## config.mk

```make
export PLATFORM = sky130hd
export DESIGN_NAME = fifo_feeder
export DESIGN_NICKNAME = d
export VERILOG_FILES = /design/src/rtl/fifo_feeder.sv
export SDC_FILE = /design/constraint.sdc
export NUM_CORES = 1
export LEC_CHECK = 0
export CAP_MARGIN = 20
export CORE_MARGIN = 3
export CORE_UTILIZATION = 35
export CTS_CLUSTER_SIZE = 30
export DETAILED_ROUTE_END_ITERATION = 8
export GPL_TIMING_DRIVEN = 0
export HOLD_SLACK_MARGIN = 0.15
export PLACE_DENSITY = 0.84
export SETUP_SLACK_MARGIN = 0.5
export SLEW_MARGIN = 10
export SYNTH_ARGS = -nofsm -noshare
export SYNTH_HDL_FRONTEND = slang
export SYNTH_SLANG_ARGS = --single-unit
```

## constraint.sdc

```tcl
create_clock -name clk -period 1.5 [get_ports clk]
set_input_delay 0.225 -clock clk [delete_from_list [all_inputs] [get_ports clk]]
set_output_delay 0.225 -clock clk [all_outputs]
set_load 0.01 [all_outputs]
```

## src/rtl/fifo_feeder.sv

```systemverilog
// fifo_feeder: pops FEED_LEN words from an upstream FIFO per start pulse, registers them
// toward a systolic row, then pads with FLUSH_LEN zero words and pulses done_o.
// Optional macro FEEDER_STALL_CNT_EN adds stall_cnt_o, a saturating per-burst stall counter.
module fifo_feeder #(
    parameter int DATA_WIDTH = 32,
    parameter int FEED_LEN   = 8,
    parameter int FLUSH_LEN  = 7
) (
    input  logic                  clk,
    input  logic                  rst_n,
    input  logic                  start_i,
    input  logic                  fifo_empty_i,
    input  logic [DATA_WIDTH-1:0] fifo_rdata_i,
    output logic                  fifo_rden_o,
    output logic [DATA_WIDTH-1:0] data_o,
    output logic                  valid_o,
    output logic                  busy_o,
    output logic                  done_o
`ifdef FEEDER_STALL_CNT_EN
    ,
    output logic [15:0]           stall_cnt_o
`endif
);
    localparam int CW = $clog2(FEED_LEN + FLUSH_LEN + 1);

    typedef enum logic [1:0] {IDLE, FEED, FLUSH, DONE} state_t;

    state_t                r_state;
    logic [CW-1:0]         r_cnt;
    logic [DATA_WIDTH-1:0] r_data;
    logic                  r_valid;
    logic                  r_done;
    logic [CW-1:0]         w_cnt_nxt;

    assign w_cnt_nxt   = r_cnt + 1'b1;
    assign fifo_rden_o = rst_n && (r_state == FEED) && !fifo_empty_i;
    assign busy_o      = rst_n && (r_state != IDLE);
    assign data_o      = r_data;
    assign valid_o     = r_valid;
    assign done_o      = r_done;

    // Burst FSM: data/valid/done default to zero each cycle and are set only where meaningful.
    always_ff @(posedge clk) begin
        if (!rst_n) begin
            r_state <= IDLE;
            r_cnt   <= '0;
            r_data  <= '0;
            r_valid <= 1'b0;
            r_done  <= 1'b0;
        end else begin
            r_data  <= '0;
            r_valid <= 1'b0;
            r_done  <= 1'b0;
            case (r_state)
                IDLE: if (start_i) r_state <= FEED;
                FEED: if (!fifo_empty_i) begin
                    r_data  <= fifo_rdata_i;
                    r_valid <= 1'b1;
                    if (w_cnt_nxt == CW'(FEED_LEN)) begin
                        r_cnt   <= '0;
                        r_state <= (FLUSH_LEN == 0) ? DONE : FLUSH;
                    end else begin
                        r_cnt <= w_cnt_nxt;
                    end
                end
                FLUSH: begin
                    r_valid <= 1'b1;
                    if (w_cnt_nxt == CW'(FLUSH_LEN)) begin
                        r_cnt   <= '0;
                        r_state <= DONE;
                    end else begin
                        r_cnt <= w_cnt_nxt;
                    end
                end
                DONE: begin
                    r_done  <= 1'b1;
                    r_state <= IDLE;
                end
                default: r_state <= IDLE;
            endcase
        end
    end

`ifdef FEEDER_STALL_CNT_EN
    logic [15:0] r_stall_cnt;

    // Stall counter: cleared when a burst is accepted, saturates, holds outside FEED.
    always_ff @(posedge clk) begin
        if (!rst_n)
            r_stall_cnt <= '0;
        else if (r_state == IDLE && start_i)
            r_stall_cnt <= '0;
        else if (r_state == FEED && fifo_empty_i && r_stall_cnt != 16'hFFFF)
            r_stall_cnt <= r_stall_cnt + 1'b1;
    end

    assign stall_cnt_o = r_stall_cnt;
`endif
endmodule

```

==> metrics.cfg, run 1 <==
[run_status]
status = finished, violations left
violations = setup timing

[placement]
place_area_um2 = 2180
portBuffers = 70
hpwl_um = 2310
gp_congestion = 0.874
dp.cells = 250

[timing]
worst_pin_slew_ns = 0.263
rsz0062_at_grt = yes
skew_ns = 0.00514
hold_violations = 0
worst_slack_ns = -0.0826
setup_viol = 4
fmax_mhz = 632
slew_viol_final = 0
slew_headroom = 0.825
holdWs_ns = 0.283
min_period_over_period = 1.06
period_minus_slack_ns = 1.58

[routing]
drtAntennaViolNets = 0
dr_total_vias = 1228
first_pass_iters = 4
drt_iter0_markers = 20
wl_um = 3680
via_per_inst = 4.60
wl_per_cell_um = 13.8
remaining_drc_errors = 0

[cells_and_area]
num-fill-cells = 290
drive_gt1_frac = 0.553
multi_input_area_um2 = 759
instances_no_fill = 267
synthToLayoutAreaGrowth_pct = 81.0
final_cell_area_um2 = 2480
final_cell_mix = 34 x clkdlybuf4s50_1, 33 x and2_4, 33 x dfxtp_1, 33 x buf_2, 6 x clkbuf_8
final_common_cell = clkdlybuf4s50_1
antenna_cells = 0
seq_area_um2 = 815
nets = 260

[global_routing]
antenna_found_initial = 0
grt_pass1_wl_um = 4690
grt_max_degree = 14
overflow = 0
grt_usage = 0.140
grt_pass1_vias = 1033

[power]
ir_worst_vdd_v = 0.00124
p_per_area_nw_per_um2 = 1380
p_leak_uw = 0.00111
power.total_uw = 3420

[job]
drv_cap = 0

[worst_setup_path]
arrival_ns = 1.77
path_max_fanout = 2
cp-end-kind = register
critPathKind = reg -> reg
cp.required_ns = 1.69
startpoint_type = register

[logic_synthesis]
synthCells = 132
syn_area_um2 = 1370
synthesis.nets = 174
yosysWarnings = 0
synth_seq_cells = 40
yosys-top-cells-area = dfxtp_1 58%, and2_1 15%, ha_1 5.5%
netlist.area_leader.share = 0.583
synth.avg_cell_area_um2 = 10.4
ys_types = 25
ys_seq_area_frac = 0.583
yosysTopAreaCell = dfxtp_1

[floorplanning]
dieArea_um2 = 4710
io_pins = 72
floorplan.rows = 22
die_y_um = 68.6
start_util = 0.369
core_area_um2 = 3720
die_w_um = 68.6

[clock_tree]
clkTransAtPathRegs_ns = 0.08
cts-htree-levels = 2
cts_buffer_depth = 2
cts_sinks = 40
cts_tree = yes
cts_buffers = 5
cts-root-buf = clkbuf_8
clk_latency_ns = 0.29

[worst_hold_path]
hp-class = in -> reg

==> through the flow <==
stage | setup TNS [ns] | setup WS (ns) | util
6_report | -0.142 | -0.0826 | 0.669
5_1_grt | -0.406 | -0.133 | 0.669
4_1_cts | -0.0366 | -0.0351 | 0.606
3_5_place_dp | -0.831 | -0.538 | 0.587
3_3_place_gp | -0.827 | -0.530 | 0.587
2_1_floorplan | 0 | 0.0656 | -
==> routing by layer <==
metal  track usage  share of wire  vias to the layer above
met2         0.243           0.52                       45
met3        0.0583          0.090                        5
met5             0              0                        -
met4        0.0596          0.013                        0
li1              -              -                      595
met1         0.146           0.38                      583
==> critical path, stage by stage, from the launching register on <==
cell      delay, ns
dfxtp_2        0.34
inv_2          0.05
buf_6          0.11
ha_4           0.16
nand2b_4       0.07
nand3_2        0.07
o31a_1         0.33
o31a_1         0.24
o21a_1         0.10
==> where the power goes <==
group          total [uW]  switching [uW]  leakage (uW)  internal [uW]
clock                 917             373     0.0000614            544
combinational        1230             544      0.000717            686
sequential           1270            83.1      0.000328           1190
==> sequential cells by signal (all words and copies together), names as in the netlist <==
name / count
data_o: 32
r_state: 2
valid_o: 1
done_o: 1
r_cnt: 4
==> cell type report <==
cell class              instances  area share
flip-flops and latches         40       0.328
clock inverters                 2      0.0156
clock buffers                   6      0.0332
well taps                      48      0.0242
plain buffers                   4      0.0201
inverters                       6     0.00906
multi-input cells              82       0.306
repair buffers                 79       0.264
==> cells in the mapped netlist <==
cell type  number
nor3_1          2
clkbuf_2        1
a21oi_1         2
and2_1         34
nand2b_1        5
nor2b_1         2
xnor2_1         1
nand3_1         3
o211ai_1        1
o21ai_0         4
inv_1           6
nand2_1         8
a32oi_1         1
a21oi_2         1
ha_1            6
a31oi_1         1
mux2i_1         1
o31a_1          2
nor2_1          4
o21a_1          1
o22ai_1         1
o311a_2         1
dfxtp_1        40
and2_4          1
clkbuf_1        3
==> cell families after synthesis <==
kind of cell,after synthesis,synth area share
buffers and inverters,10,0.0283
and+or+nand+nor,59,0.244
DFF,40,0.583
xor gates and xnor gates,1,0.00638
adders and majority gates,6,0.0547
AOI/OAI and AO/OA,15,0.0757
muxes,1,0.00729
==> final timing paths <==
kind	cells after the start	slack (ns)	startpoint	to
min	3	0.28	rst_n	valid_o
max	8	-0.08	r_state[1]	r_state[0]
min reg2reg	1	0.50	r_cnt[0]	r_cnt[0]
max reg2reg	8	-0.08	r_state[1]	r_state[0]
==> what timing repair did <==
| action | CTS | global route |
|---|---|---|
| gates resized for setup | 169 | 52 |
| hold buffers | 0 | 0 |
| pin swaps | 5 | 21 |
| setup buffers | 5 | 2 |
| cloned | 0 | 2 |
| endpoints found under the setup margin | 74 | 44 |
Note: power is estimated with default switching activity, not from simulation.
==> run 2: changes to the inputs <==
--- a/config.mk
+++ b/config.mk
@@ -14,7 +14,6 @@
 export HOLD_SLACK_MARGIN = 0.15
 export PLACE_DENSITY = 0.84
 export SETUP_SLACK_MARGIN = 0.5
-export SLEW_MARGIN = 10
 export SYNTH_ARGS = -nofsm -noshare
 export SYNTH_HDL_FRONTEND = slang
 export SYNTH_SLANG_ARGS = --single-unit
==> results of run 2 <==
Same layout as run 1: the final DEF is identical, and so are final timing and power.
